$ cat config.mk
export PLATFORM = sky130hd
export DESIGN_NAME = flap_sequencer
export DESIGN_NICKNAME = d
export VERILOG_FILES = /design/src/rtl/flap_pkg.sv /design/src/rtl/flap_bcd_counter.sv /design/src/rtl/flap_sequencer.sv
export SDC_FILE = /design/constraint.sdc
export NUM_CORES = 1
export LEC_CHECK = 0
export CAP_MARGIN = 0
export CORE_UTILIZATION = 57
export DETAILED_ROUTE_END_ITERATION = 10
export DONT_BUFFER_PORTS = 1
export GPL_ROUTABILITY_DRIVEN = 0
export MAX_ROUTING_LAYER = met4
export PLACE_DENSITY = 0.72
export SYNTH_ARGS = -nofsm -noshare
export SYNTH_HDL_FRONTEND = slang
export SYNTH_SLANG_ARGS = --single-unit
$ cat constraint.sdc
create_clock -name clk -period 2 [get_ports clk]
set_input_delay 0.3 -clock clk [delete_from_list [all_inputs] [get_ports clk]]
set_output_delay 0.3 -clock clk [all_outputs]
set_load 0.005 [all_outputs]
$ cat src/rtl/flap_pkg.sv
// flap_pkg: shared types and constants for the flappy-bird game-flow controller.
// Holds the 2-bit game state encoding, BCD limits and the blink period, plus
// a saturating two-digit BCD increment used by the score path.
package flap_pkg;

  typedef enum logic [1:0] {
    ST_IDLE = 2'd0,
    ST_PLAY = 2'd1,
    ST_DEAD = 2'd2,
    ST_OVER = 2'd3
  } state_e;

  localparam logic [7:0] BCD_MAX      = 8'h99;
  localparam int         BLINK_PERIOD = 8;

  // Two-digit BCD +1 that sticks at 99.
  function automatic logic [7:0] bcd_inc(input logic [7:0] v);
    logic [7:0] r;
    if (v >= BCD_MAX) begin
      r = BCD_MAX;
    end else if (v[3:0] >= 4'd9) begin
      r = {v[7:4] + 4'd1, 4'd0};
    end else begin
      r = {v[7:4], v[3:0] + 4'd1};
    end
    return r;
  endfunction

endpackage

$ cat src/rtl/flap_bcd_counter.sv
// flap_bcd_counter: two-digit BCD counter with synchronous clear, increment
// enable and saturation at 99. Clear has priority over increment.
module flap_bcd_counter
  import flap_pkg::*;
(
  input  logic       clk,
  input  logic       rst_n,
  input  logic       clr_i,
  input  logic       inc_i,
  output logic [7:0] count_o
);

  logic [7:0] count_q;

  // Count register: clear wins, otherwise saturating BCD increment.
  always_ff @(posedge clk) begin
    if (!rst_n) begin
      count_q <= 8'h00;
    end else if (clr_i) begin
      count_q <= 8'h00;
    end else if (inc_i) begin
      count_q <= bcd_inc(count_q);
    end
  end

  assign count_o = count_q;

endmodule

$ cat src/rtl/flap_sequencer.sv
// flap_sequencer: game-flow controller for the VGA flappy-bird design.
// Derives a per-frame tick from the falling edge of v_sync, samples the
// synchronised button once per frame (frame-rate sampling is the debounce),
// and runs the IDLE/PLAY/DEAD/OVER state machine that gates physics and
// owns score, high score and pipe speed.
// Optional feature: define FLAP_HIGH_SCORE_EN to build the high-score
// register and compare; otherwise high_score is tied to zero.
module flap_sequencer
  import flap_pkg::*;
#(
  parameter int DEATH_FRAMES = 60,
  parameter int LEVEL_STEP   = 8,
  parameter int MAX_SPEED    = 4
) (
  input  logic       clk,
  input  logic       rst_n,
  input  logic       v_sync,
  input  logic       button,
  input  logic       collision,
  input  logic       pipe_passed,
  output logic       frame_tick,
  output logic       run,
  output logic       flap,
  output logic       game_reset,
  output logic [2:0] speed,
  output logic [7:0] score,
  output logic [7:0] high_score,
  output logic [1:0] state,
  output logic       blink
);

  // Input conditioning registers.
  logic vs_q;           // v_sync as registered from the pins
  logic vs_qq;          // one frame-edge-detect delay
  logic btn_meta_q;
  logic btn_sync_q;
  logic frame_tick_q;

  // FSM and datapath registers.
  state_e     state_q;
  logic       run_q;
  logic       flap_q;
  logic       game_reset_q;
  logic       blink_q;
  logic       sticky_q;
  logic       press_hist_q;
  logic [2:0] speed_q;
  logic [7:0] pass_q;
  logic [7:0] step_q;
  logic [7:0] dead_cnt_q;

  // Combinational decode.
  logic       tick;       // internal tick; frame_tick is this delayed one cycle
  logic       press;
  logic       coll_now;
  logic       pass_ev;
  logic       start;
  logic [7:0] dead_inc;
  logic       blink_edge;
  logic [7:0] score_w;

  // Falling v_sync seen between the two pin registers. Decisions are taken on
  // this edge so flap/game_reset/state land in the same cycle as frame_tick.
  assign tick       = vs_qq & ~vs_q;
  assign press      = btn_sync_q & ~press_hist_q;
  assign coll_now   = sticky_q | collision;
  assign pass_ev    = (state_q == ST_PLAY) & pipe_passed;
  assign start      = tick & (state_q == ST_IDLE) & press;
  assign dead_inc   = dead_cnt_q + 8'd1;
  assign blink_edge = ((dead_inc % 8'(BLINK_PERIOD)) == 8'd0);

  // v_sync edge pipeline, button synchroniser and frame_tick output register.
  always_ff @(posedge clk) begin
    if (!rst_n) begin
      vs_q         <= 1'b1;
      vs_qq        <= 1'b1;
      btn_meta_q   <= 1'b0;
      btn_sync_q   <= 1'b0;
      frame_tick_q <= 1'b0;
    end else begin
      vs_q         <= v_sync;
      vs_qq        <= vs_q;
      btn_meta_q   <= button;
      btn_sync_q   <= btn_meta_q;
      frame_tick_q <= tick;
    end
  end

  // Score is cleared on game start and counts passes only while playing.
  flap_bcd_counter u_score (
    .clk     (clk),
    .rst_n   (rst_n),
    .clr_i   (start),
    .inc_i   (pass_ev),
    .count_o (score_w)
  );

  // Game state machine with registered run/flap/game_reset/blink/speed.
  always_ff @(posedge clk) begin
    if (!rst_n) begin
      state_q      <= ST_IDLE;
      run_q        <= 1'b0;
      flap_q       <= 1'b0;
      game_reset_q <= 1'b0;
      blink_q      <= 1'b0;
      sticky_q     <= 1'b0;
      press_hist_q <= 1'b0;
      speed_q      <= 3'd1;
      pass_q       <= 8'd0;
      step_q       <= 8'd0;
      dead_cnt_q   <= 8'd0;
    end else begin
      flap_q       <= 1'b0;
      game_reset_q <= 1'b0;
      // run follows the state one cycle late
      run_q        <= (state_q == ST_PLAY);

      // Collision is sticky within a frame; a datapath reinit also clears it.
      if (tick || game_reset_q) begin
        sticky_q <= 1'b0;
      end else if (collision) begin
        sticky_q <= 1'b1;
      end

      if (tick) begin
        press_hist_q <= btn_sync_q;
      end

      unique case (state_q)
        ST_IDLE: begin
          blink_q <= 1'b0;
          if (start) begin
            game_reset_q <= 1'b1;
            flap_q       <= 1'b1;
            speed_q      <= 3'd1;
            pass_q       <= 8'd0;
            step_q       <= 8'd0;
            state_q      <= ST_PLAY;
          end
        end

        ST_PLAY: begin
          // Pass counter saturates at 255; speed steps every LEVEL_STEP passes.
          if (pass_ev && (pass_q != 8'hFF)) begin
            pass_q <= pass_q + 8'd1;
            if (step_q == 8'(LEVEL_STEP - 1)) begin
              step_q <= 8'd0;
              if (speed_q < 3'(MAX_SPEED)) begin
                speed_q <= speed_q + 3'd1;
              end
            end else begin
              step_q <= step_q + 8'd1;
            end
          end
          if (tick) begin
            if (coll_now) begin
              // death wins over a simultaneous press: no flap
              dead_cnt_q <= 8'd0;
              blink_q    <= 1'b0;
              state_q    <= ST_DEAD;
            end else if (press) begin
              flap_q <= 1'b1;
            end
          end
        end

        ST_DEAD: begin
          if (tick) begin
            if (dead_cnt_q == 8'(DEATH_FRAMES - 1)) begin
              blink_q <= 1'b1;
              state_q <= ST_OVER;
            end else begin
              dead_cnt_q <= dead_inc;
              if (blink_edge) begin
                blink_q <= ~blink_q;
              end
            end
          end
        end

        ST_OVER: begin
          blink_q <= 1'b1;
          if (tick && press) begin
            blink_q <= 1'b0;
            state_q <= ST_IDLE;
          end
        end

        default: state_q <= ST_IDLE;
      endcase
    end
  end

`ifdef FLAP_HIGH_SCORE_EN
  logic [7:0] high_score_q;
  logic [7:0] score_post;

  // A pass on the dying tick still counts toward the compare.
  assign score_post = pass_ev ? bcd_inc(score_w) : score_w;

  // High score captured on the PLAY->DEAD tick when beaten.
  always_ff @(posedge clk) begin
    if (!rst_n) begin
      high_score_q <= 8'h00;
    end else if (tick && (state_q == ST_PLAY) && coll_now &&
                 (score_post > high_score_q)) begin
      high_score_q <= score_post;
    end
  end

  assign high_score = high_score_q;
`else
  assign high_score = 8'h00;
`endif

  assign frame_tick = frame_tick_q;
  assign run        = run_q;
  assign flap       = flap_q;
  assign game_reset = game_reset_q;
  assign speed      = speed_q;
  assign score      = score_w;
  assign state      = state_q;
  assign blink      = blink_q;

endmodule

==> flow_summary.json <==
{
  "hold_viol_final": 0,
  "end_kind": "register",
  "start_kind": "register",
  "synth_edf_count": 0,
  "r2r.worst_path.cells": 9,
  "critPathKind": "reg -> reg",
  "stdcell_count": 362,
  "grt_first_pass_wirelength_mm": 7.49,
  "fin_nets": 334,
  "drc_errors": 0,
  "min_path_type": "in -> reg",
  "grt_pass1_vias": 1766,
  "yosysWarnings": 0,
  "synth_top_area_share": 0.380,
  "clkSlewWorstSetupHoldPaths_ns": 0.08,
  "ir_drop_v": 0.000776,
  "yosys.area.top_type": "dfxtp_1",
  "setup_viol": 0,
  "boundaryPins": 32,
  "min_path_cells": 1,
  "clk_latency_ns": 0.30,
  "dp_slack_ns": -0.0322,
  "maxCapViolations": 0,
  "initial_core_util": 0.611,
  "vias_per_cell": 5.62,
  "syn_avg_cell_area_um2": 8.63,
  "grt_max_degree": 34,
  "status": "finished, final reports clean",
  "ys_seq_area_frac": 0.380,
  "cts.path.max_buffers": 2,
  "root_buffer": "clkbuf_8",
  "syn-cell-area_um2": 2530,
  "synth_xor_area_frac": 0.0381,
  "die_height_um": 68.6,
  "rsz0062_at_grt": "yes",
  "yosys.area_share.simple": 0.281,
  "synth-compound-area-share": 0.145,
  "routed_wl_mm": 4.71,
  "die_width_um": 68.6,
  "synth_top_family_by_area": "simple AND/OR/NAND/NOR gates",
  "synth_fa_ha_area_frac": 0.0791,
  "dp.cells": 355,
  "fin_ws_ns": 0.0678,
  "worstPathRequired_ns": 2.20,
  "dieArea_um2": 4710,
  "grt_overflow": 0,
  "area_delta_synth_final_pct": 10.2,
  "yosys_register_bits": 48,
  "antenna_found_initial": 0,
  "holdBufCountCts": 0,
  "finClkSkew_ns": 0.00666,
  "dp_hpwl_mm": 3.49,
  "cts.sinks": 48,
  "postRouteAntennaNets": 0,
  "cts_made_buffers": 5,
  "antennaDiodeCount": 0,
  "postPlaceCellArea_um2": 2670,
  "power.density_nw_per_um2": 860,
  "maxSlewViolCount": 0,
  "timing.fmax_ghz": 0.518,
  "ys.flop_type": "dfxtp_1",
  "synth_cell_types": 50,
  "gr-usage-all-layers": 0.216,
  "core_um2": 4140,
  "post_drt_wl_per_cell_um": 13.0,
  "fill_cells": 357,
  "period_share": 0.966,
  "vias": 2033,
  "crit_arrival_ns": 2.13,
  "synth_mux_area_frac": 0.0158,
  "synthCells": 293,
  "worstPathMaxFanout": 5,
  "stdcell_area_um2": 2790,
  "p_leak_nw": 1.07,
  "finalCoreUtilization": 0.673,
  "drive_gt1_frac": 0.141,
  "cts_setup_buffers": 0,
  "io_buffers": 0,
  "async_reset_ff_frac": 0,
  "synthTopCellsByArea": "dfxtp_1, ha_1, nor2_1, nand2_1, nand3_1",
  "timing.final.crit_period_ns": 1.93,
  "cts_tree": "yes",
  "timing.setup.tns_ns": 0,
  "dr.pass1.iters": 4,
  "htree_num_levels": 2,
  "num_rows": 23,
  "dr.first_iter.drc_count": 96
}
-- per-stage QoR --
step / total power, mW / hold WS [ns]
2_1_floorplan: 1.58 / 0.401
3_3_place_gp: 1.83 / 0.376
3_5_place_dp: 1.85 / 0.379
4_1_cts: 2.39 / 0.0652
5_1_grt: 2.54 / 0.0688
6_report: 2.40 / 0.0714
-- power breakdown --
group / switching, mW / internal (mW) / total, mW / leakage [nW]
combinational: 0.423 / 0.394 / 0.817 / 0.639
sequential: 0.0443 / 1.00 / 1.04 / 0.389
clock: 0.299 / 0.238 / 0.536 / 0.0410
total: 0.766 / 1.63 / 2.40 / 1.07
-- synthesized netlist by cell type (2+ instances only) --
cell	count
xor2_1	6
nor3_1	4
nor2b_1	5
ha_1	16
a211oi_1	2
a221oi_1	2
inv_1	10
a21boi_0	5
nand4b_1	2
a21boi_1	3
o21ai_0	13
xnor2_1	5
dfxtp_1	48
clkbuf_1	5
or4_1	4
nor2_1	30
a32o_1	2
buf_2	2
or3_1	3
nor4b_1	4
a21o_1	2
mux2i_1	4
buf_6	2
nand2_1	28
a311oi_1	2
or2_2	2
a21oi_1	9
nand3_1	15
buf_4	8
nand3b_1	2
and3_1	6
nor4_1	3
and2_1	7
and3b_1	2
nand2b_1	3
nor3b_1	3
a22oi_1	3
a31oi_1	5
nand4_1	5
-- worst paths after layout --
path                 to  slack, ns  startpoint
min                vs_q       0.07       rst_n
max           step_q[3]       0.07    state[1]
min reg2reg  btn_sync_q       0.45  btn_meta_q
max reg2reg   step_q[3]       0.07    state[1]
-- critical path, stage by stage, from the launching register on --
cell	delay, ns
dfxtp_2	0.32
inv_1	0.11
ha_2	0.24
buf_4	0.15
nand4_1	0.13
or2_2	0.34
nand2_2	0.11
buf_4	0.14
nor2_1	0.05
a32o_1	0.22
-- layout make-up --
type / instances / area [µm²] / share of cell area
Multi-Input combinational cell: 225 / 1480 / 0.531
Clock inverter: 1 / 5.00 / 0.00180
Tap cell: 50 / 62.6 / 0.0224
Timing Repair Buffer: 22 / 165 / 0.0592
Inverter: 10 / 37.5 / 0.0135
Sequential cell: 48 / 963 / 0.346
Clock buffer: 6 / 72.6 / 0.0260
-- cells by family (layout without fill, tap and decap cells) --
kind of cell / after synthesis / after routing
compound gates: 53 / 53
mux: 4 / 4
fa+ha+maj: 16 / 16
simple gates: 133 / 133
xor+xnor: 11 / 11
buf+inv: 27 / 39
flops: 48 / 48
other cells: 1 / 8
-- metal layers --
layer | part of all wire | GRT usage | routed length [µm]
met1 | 0.52 | 0.279 | 2450
met2 | 0.44 | 0.336 | 2060
met3 | 0.030 | 0.0411 | 141
met4 | 0.014 | 0.0781 | 67
met5 | 0 | - | 0
-- what timing repair did --
item / in CTS / in global routing
endpoints found under the setup margin: 1 / 19
gates resized for setup: 1 / 8
pin swaps: 0 / 1
-- flip-flops by register name, summed over array words and instances, names as in the netlist, 2 cells and up --
register / count
u_score.count_o: 8
pass_q: 8
step_q: 8
dead_cnt_q: 8
speed: 3
state: 2
-- placed cells by master, fill, tap and decap left out, drive strengths merged, types with 4 or more instances in the layout --
cell    instances
and2            7
nor4b           4
or4             4
buf            22
xnor2           5
ha             16
nand2          28
nor2b           5
and3            6
a21boi          8
nand4           5
nor3            4
inv            10
a21oi           9
clkbuf          6
xor2            6
nand3          15
mux2i           4
nor2           30
o21ai          14
conb            8
a31oi           5
dfxtp          48
(Power assumes the default switching activity.)
